==> src/rtl/sram_arb_pkg.sv <==
// Shared types and constants for the two-requester byte-serial SRAM arbiter.
package sram_arb_pkg;

    typedef enum logic [2:0] {
        IDLE,
        L0A,
        L0B,
        L1A,
        L1B
    } arb_state_e;

    typedef logic req_id_t;

    localparam req_id_t REQ_VID = 1'b0;
    localparam req_id_t REQ_CPU = 1'b1;

    localparam int MAX_VID_RUN_DEF = 4;

endpackage

==> src/rtl/sram_arb_pick.sv <==
// Winner selection between video and CPU, with the saturating video-run
// counter that bounds how long the CPU can be starved.
module sram_arb_pick
    import sram_arb_pkg::*;
#(
    parameter int MAX_VID_RUN = MAX_VID_RUN_DEF
) (
    input  logic    clk,
    input  logic    rst_n,
    input  logic    arb_en,
    input  logic    vid_req,
    input  logic    cpu_req,
    output logic    gnt_vid,
    output logic    gnt_cpu,
    output req_id_t winner
);

    localparam int               RUN_W   = $clog2(MAX_VID_RUN + 1);
    localparam logic [RUN_W-1:0] RUN_MAX = RUN_W'(MAX_VID_RUN);

    logic [RUN_W-1:0] vid_run_q;
    logic [RUN_W-1:0] vid_run_d;
    logic             cpu_wins;

    always_comb begin
        // NOTE: vid_run_d gets its hold value first so no branch can infer a latch.
        vid_run_d = vid_run_q;
        cpu_wins  = cpu_req && (!vid_req || (vid_run_q == RUN_MAX));
        gnt_cpu   = arb_en && cpu_wins;
        gnt_vid   = arb_en && vid_req && !cpu_wins;
        winner    = cpu_wins ? REQ_CPU : REQ_VID;

        if (gnt_cpu) begin
            vid_run_d = '0;
        end else if (gnt_vid && (vid_run_q != RUN_MAX)) begin
            vid_run_d = vid_run_q + RUN_W'(1);
        end
    end

    always_ff @(posedge clk or negedge rst_n) begin
        // NOTE: non-blocking so every flop samples pre-edge values whatever the statement order.
        if (!rst_n) begin
            vid_run_q <= '0;
        end else begin
            vid_run_q <= vid_run_d;
        end
    end

endmodule

==> src/rtl/sram_word_arbiter.sv <==
// Shares one 8-bit async SRAM between video and CPU word requesters; every
// granted word is two fixed-length byte cycles, even byte first.
module sram_word_arbiter
    import sram_arb_pkg::*;
#(
    parameter int ADDR_W      = 20,
    parameter int MAX_VID_RUN = MAX_VID_RUN_DEF
) (
    input  logic              CLK,
    input  logic              RST_n,
    input  logic              VID_REQ,
    input  logic [ADDR_W-1:0] VID_ADDR,
    output logic              VID_GNT,
    output logic              VID_DONE,
    output logic [15:0]       VID_RDATA,
    input  logic              CPU_REQ,
    input  logic              CPU_WE,
    input  logic [1:0]        CPU_BE,
    input  logic [ADDR_W-1:0] CPU_ADDR,
    input  logic [15:0]       CPU_WDATA,
    output logic              CPU_GNT,
    output logic              CPU_DONE,
    output logic [15:0]       CPU_RDATA,
    output logic [ADDR_W:0]   SRAM_ADDR,
    output logic              SRAM_WE_n,
    output logic [7:0]        SRAM_DQ_O,
    output logic              SRAM_DQ_OE,
    input  logic [7:0]        SRAM_DQ_I
);

    arb_state_e        state_q, state_d;
    req_id_t           owner_q, owner_d;
    logic [ADDR_W-1:0] addr_q, addr_d;
    logic              we_q, we_d;
    logic [1:0]        be_q, be_d;
    logic [15:0]       wdata_q, wdata_d;
    logic [7:0]        byte0_q, byte0_d;

    logic [ADDR_W:0]   sram_addr_q, sram_addr_d;
    logic              sram_we_n_q, sram_we_n_d;
    logic [7:0]        sram_dq_o_q, sram_dq_o_d;
    logic              sram_dq_oe_q, sram_dq_oe_d;

    logic              vid_gnt_q, vid_gnt_d;
    logic              vid_done_q, vid_done_d;
    logic [15:0]       vid_rdata_q, vid_rdata_d;
    logic              cpu_gnt_q, cpu_gnt_d;
    logic              cpu_done_q, cpu_done_d;
    logic [15:0]       cpu_rdata_q, cpu_rdata_d;

    logic              arb_en;
    logic              gnt_vid;
    logic              gnt_cpu;
    req_id_t           winner;

    assign arb_en = (state_q == IDLE) || (state_q == L1B);

    sram_arb_pick #(
        .MAX_VID_RUN(MAX_VID_RUN)
    ) u_pick (
        .clk    (CLK),
        .rst_n  (RST_n),
        .arb_en (arb_en),
        .vid_req(VID_REQ),
        .cpu_req(CPU_REQ),
        .gnt_vid(gnt_vid),
        .gnt_cpu(gnt_cpu),
        .winner (winner)
    );

    always_comb begin
        state_d      = state_q;
        owner_d      = owner_q;
        addr_d       = addr_q;
        we_d         = we_q;
        be_d         = be_q;
        wdata_d      = wdata_q;
        byte0_d      = byte0_q;
        sram_addr_d  = sram_addr_q;
        sram_we_n_d  = 1'b1;
        sram_dq_o_d  = sram_dq_o_q;
        sram_dq_oe_d = sram_dq_oe_q;
        vid_gnt_d    = 1'b0;
        vid_done_d   = 1'b0;
        vid_rdata_d  = vid_rdata_q;
        cpu_gnt_d    = 1'b0;
        cpu_done_d   = 1'b0;
        cpu_rdata_d  = cpu_rdata_q;

        case (state_q)
            L0A: begin
                state_d     = L0B;
                sram_we_n_d = ~(we_q & be_q[0]);
            end
            L0B: begin
                state_d      = L1A;
                byte0_d      = SRAM_DQ_I;
                sram_addr_d  = {addr_q, 1'b1};
                sram_dq_o_d  = wdata_q[15:8];
                sram_dq_oe_d = we_q & be_q[1];
            end
            L1A: begin
                state_d     = L1B;
                sram_we_n_d = ~(we_q & be_q[1]);
            end
            default: begin
                // IDLE and L1B: finish the current word, then arbitrate.
                if (state_q == L1B) begin
                    if (owner_q == REQ_CPU) begin
                        cpu_done_d  = 1'b1;
                        cpu_rdata_d = {SRAM_DQ_I, byte0_q};
                    end else begin
                        vid_done_d  = 1'b1;
                        vid_rdata_d = {SRAM_DQ_I, byte0_q};
                    end
                end

                state_d      = IDLE;
                sram_dq_oe_d = 1'b0;

                if (gnt_vid || gnt_cpu) begin
                    state_d      = L0A;
                    owner_d      = winner;
                    addr_d       = gnt_cpu ? CPU_ADDR : VID_ADDR;
                    we_d         = gnt_cpu & CPU_WE;
                    be_d         = gnt_cpu ? CPU_BE : 2'b11;
                    wdata_d      = gnt_cpu ? CPU_WDATA : 16'h0000;
                    sram_addr_d  = {addr_d, 1'b0};
                    sram_dq_o_d  = wdata_d[7:0];
                    sram_dq_oe_d = we_d & be_d[0];
                    vid_gnt_d    = gnt_vid;
                    cpu_gnt_d    = gnt_cpu;
                end
            end
        endcase
    end

    always_ff @(posedge CLK or negedge RST_n) begin
        if (!RST_n) begin
            // NOTE: datapath latches are reset too so nothing undefined reaches the pins.
            state_q      <= IDLE;
            owner_q      <= REQ_VID;
            addr_q       <= '0;
            we_q         <= 1'b0;
            be_q         <= 2'b00;
            wdata_q      <= 16'h0000;
            byte0_q      <= 8'h00;
            sram_addr_q  <= '0;
            sram_we_n_q  <= 1'b1;
            sram_dq_o_q  <= 8'h00;
            sram_dq_oe_q <= 1'b0;
            vid_gnt_q    <= 1'b0;
            vid_done_q   <= 1'b0;
            vid_rdata_q  <= 16'h0000;
            cpu_gnt_q    <= 1'b0;
            cpu_done_q   <= 1'b0;
            cpu_rdata_q  <= 16'h0000;
        end else begin
            state_q      <= state_d;
            owner_q      <= owner_d;
            addr_q       <= addr_d;
            we_q         <= we_d;
            be_q         <= be_d;
            wdata_q      <= wdata_d;
            byte0_q      <= byte0_d;
            sram_addr_q  <= sram_addr_d;
            sram_we_n_q  <= sram_we_n_d;
            sram_dq_o_q  <= sram_dq_o_d;
            sram_dq_oe_q <= sram_dq_oe_d;
            vid_gnt_q    <= vid_gnt_d;
            vid_done_q   <= vid_done_d;
            vid_rdata_q  <= vid_rdata_d;
            cpu_gnt_q    <= cpu_gnt_d;
            cpu_done_q   <= cpu_done_d;
            cpu_rdata_q  <= cpu_rdata_d;
        end
    end

    assign SRAM_ADDR  = sram_addr_q;
    assign SRAM_WE_n  = sram_we_n_q;
    assign SRAM_DQ_O  = sram_dq_o_q;
    assign SRAM_DQ_OE = sram_dq_oe_q;
    assign VID_GNT    = vid_gnt_q;
    assign VID_DONE   = vid_done_q;
    assign VID_RDATA  = vid_rdata_q;
    assign CPU_GNT    = cpu_gnt_q;
    assign CPU_DONE   = cpu_done_q;
    assign CPU_RDATA  = cpu_rdata_q;

endmodule

==> config.mk <==
export PLATFORM = sky130hd
export DESIGN_NAME = sram_word_arbiter
export DESIGN_NICKNAME = d
export VERILOG_FILES = /design/src/rtl/sram_arb_pkg.sv /design/src/rtl/sram_arb_pick.sv /design/src/rtl/sram_word_arbiter.sv
export SDC_FILE = /design/constraint.sdc
export NUM_CORES = 1
export LEC_CHECK = 0
export CORE_UTILIZATION = 48
export DETAILED_ROUTE_END_ITERATION = 12
export PLACE_DENSITY = 0.86
export RECOVER_POWER = 100
export REMOVE_ABC_BUFFERS = 1
export SLEW_MARGIN = 10
export SYNTH_ARGS = -nofsm -noshare
export SYNTH_HDL_FRONTEND = slang
export SYNTH_SLANG_ARGS = --single-unit
==> constraint.sdc <==
create_clock -name CLK -period 2.4 [get_ports CLK]
set_input_delay 0.48 -clock CLK [delete_from_list [all_inputs] [get_ports CLK]]
set_output_delay 0.48 -clock CLK [all_outputs]
set_load 0.01 [all_outputs]
==> impl_metrics.toml <==
[sta]
hold_viol_final = 0
setup_viol_count_final = 0
fin_crit_ps = 2320
finalCritPeriodShare_pct = 96.9
rsz0062_at_grt = "no"
relSlewSlack_pct = 30.1
skew_ps = 11.4
worstMarginPinSlew_ps = 1050
hold_slack_ps = 475
maxSlewViolCount = 0
setup_tns_ps = 0
fmax_mhz = 430

[finish]
syn_to_final_growth_pct = 41.4
drive_gt1_share_pct = 14.4
antenna_cells = 0
final_common_cell = "dfrtp_1"
fin_nets = 621
stdcell_area_um2 = 6890
final_util_pct = 70.1
final_cell_mix = "dfrtp_1, dlygate4sd3_1, clkdlybuf4s50_1, a211oi_1, o21ai_0"

[die]
die_w_um = 103
io_pins = 138
initial_utilization_pct = 49.6
coreArea_um2 = 9820
fp.dieArea_um2 = 10600
core.rowCount = 36
die_h_um = 103

[clock_network]
cts_buffers = 17
cts-hold-fix-buffers = 1
h-tree-depth = 4
cts_buffer_depth = 2
tritoncts = "built"
clk_latency_ps = 500
postCtsSetupRepairBufs = 0
cts_root_buffer = "clkbuf_8"
cts_resized = 0
cts_sinks = 113
clkTransAtPathRegs_ps = 60

[logic_synthesis]
synthCells = 413
synth_largest_area_cell = "dfrtp_1"
yosys.cell_types.count = 39
ys_seq_area_share_pct = 58.1
synth_top_cell_area_share_pct = 57.5
ys_warn_count = 0
synth_area_leaders = "dfrtp_1, a211oi_1, mux2_2, a2bb2oi_1, a311oi_1"
ys_seq_elements = 113
syn_area_um2 = 4870
synth.avg_cell_area_um2 = 11.8

[setup_path]
cp_cell_sequence = "dlygate4sd3_1, buf_4, or3b_2, o21ai_0, a2bb2oi_1"
worstSetupPathType = "in2reg"
critPathRequiredTime_ps = 2750
end_kind = "flop"
crit_slowest_cell = "or3b_2"
slowest_delay_ps = 710
cp_max_fo = 24
arrival_ps = 2670
startpoint_type = "input port"

[flow_run]
drv_cap = 0

[routing]
drc = 0
dr.pass1.iters = 5
first_iter_violations = 230
ant_nets = 0
vias = 4155
viasPerCell = 5.99
wl_per_cell_um = 19.7
wirelength_mm = 13.7

[power_and_ir_drop]
p_per_area_nw_per_um2 = 1370
power_leakage_nw = 2.92
ir_drop_v = 0.000805

[global_routing]
grt_util_all_layers_pct = 27.0
grt_pass1_vias = 4288
overflow = 0
grt_start_max_net_pins = 57
antenna_found_initial = 0
grt_pass1_wl_mm = 21.4

[status]
status = "finished clean"

[worst_hold_path]
min_path_type = "reg2reg"

[place]
hpwl_mm = 8.67
port_buffers = 137
gp_congestion = 0.781
dpl_cell_area_um2 = 6360
==> worst max-delay path, delay by kind of cell <==
kind	cells	cell delay, ps
AND/OR/NAND/NOR	1	710
AO/OA/AOI/OAI	2	540
buffers and inverters	2	930
==> sequential cells by signal, summed over array words and instances, names as in the netlist <==
register / cells
CPU_DONE: 1
SRAM_WE_n: 1
state_q: 3
wdata_q: 8
VID_RDATA: 16
addr_q: 20
byte0_q: 8
owner_q: 1
SRAM_DQ_OE: 1
VID_DONE: 1
SRAM_DQ_O: 8
we_q: 1
CPU_RDATA: 16
VID_GNT: 1
u_pick.vid_run_q: 3
CPU_GNT: 1
SRAM_ADDR: 21
be_q: 2
==> cells by family (layout without fill, tap and decap cells) <==
kind of cell               after synthesis  after routing  share of synthesized area (%)
AOI/OAI and AO/OA                      140            140                           20.8
DFF                                    113            113                           58.1
and+or+nand+nor                         84             84                           8.09
buffers and inverters                   39            187                           3.80
muxes                                   34             34                           8.53
adders and majority gates                2              2                          0.514
xor gates and xnor gates                 1              1                          0.180
==> layout make-up <==
type | instances | area (µm²)
repair buffers | 152 | 1470
inverters | 3 | 11.3
well taps | 133 | 166
clock inverters | 9 | 80.1
flip-flops and latches | 113 | 2830
multi-input cells | 261 | 1840
fillers | 690 | 2930
clock buffers | 23 | 487
==> power by group <==
group          switching (mW)  internal (mW)
Clock                   0.843           1.50
Combinational            1.92           1.80
Sequential              0.560           2.83
==> through the flow <==
stage | std cells | setup slack [ps] | power [mW]
CTS | 694 | 169 | 9.77
global placement | 661 | -113 | 7.15
detailed placement | 661 | -219 | 7.37
finish | 694 | 75.5 | 9.46
global route | 694 | 23.6 | 9.98
floorplan | 377 | -198 | 5.38
==> metal layers <==
layer,vias to the layer above,global-route usage (%),share of wire [%]
met4,0,9.43,1.2
li1,1813,-,-
met2,236,45.2,51
met5,-,0,0
met3,24,6.98,7.8
met1,2082,34.0,40
==> cell usage after synthesis, drive strengths merged <==
master and number:
xnor2 1, a21oi 3, and4b 1, a31oi 9
nand3 12, or3b 2, and3b 1, a21o 2
a22o 8, and3 1, dfstp 1, nand2 29
ha 2, nor2 32, o21ai 33, clkbuf 25
a311oi 20, inv 3, mux2 33, buf 11
or2 2, dfrtp 112, nand4b 1, o22ai 1
a2bb2oi 20, mux2i 1, a211oi 40, a21boi 1
o22a 2, a21bo 1, nor3b 3
==> path summary, 6_finish.rpt <==
path | slack (ps) | startpoint | cells past startpoint | endpoint
min | 480 | VID_RDATA[8]$_DFFE_PN0P_ | 1 | VID_RDATA[8]$_DFFE_PN0P_
min reg2reg | 480 | VID_RDATA[8]$_DFFE_PN0P_ | 1 | VID_RDATA[8]$_DFFE_PN0P_
min in group asynchronous | 590 | RST_n | 2 | SRAM_ADDR[20]$_DFFE_PN0P_
max in group asynchronous | 490 | RST_n | 3 | byte0_q[5]$_DFFE_PN0P_
max | 80 | CPU_REQ | 5 | addr_q[3]$_DFFE_PN0P_
max reg2reg | 130 | u_pick.vid_run_q[0]$_DFFE_PN0P_ | 6 | wdata_q[15]$_DFFE_PN0P_
Note: power is estimated with default switching activity, not from simulation.
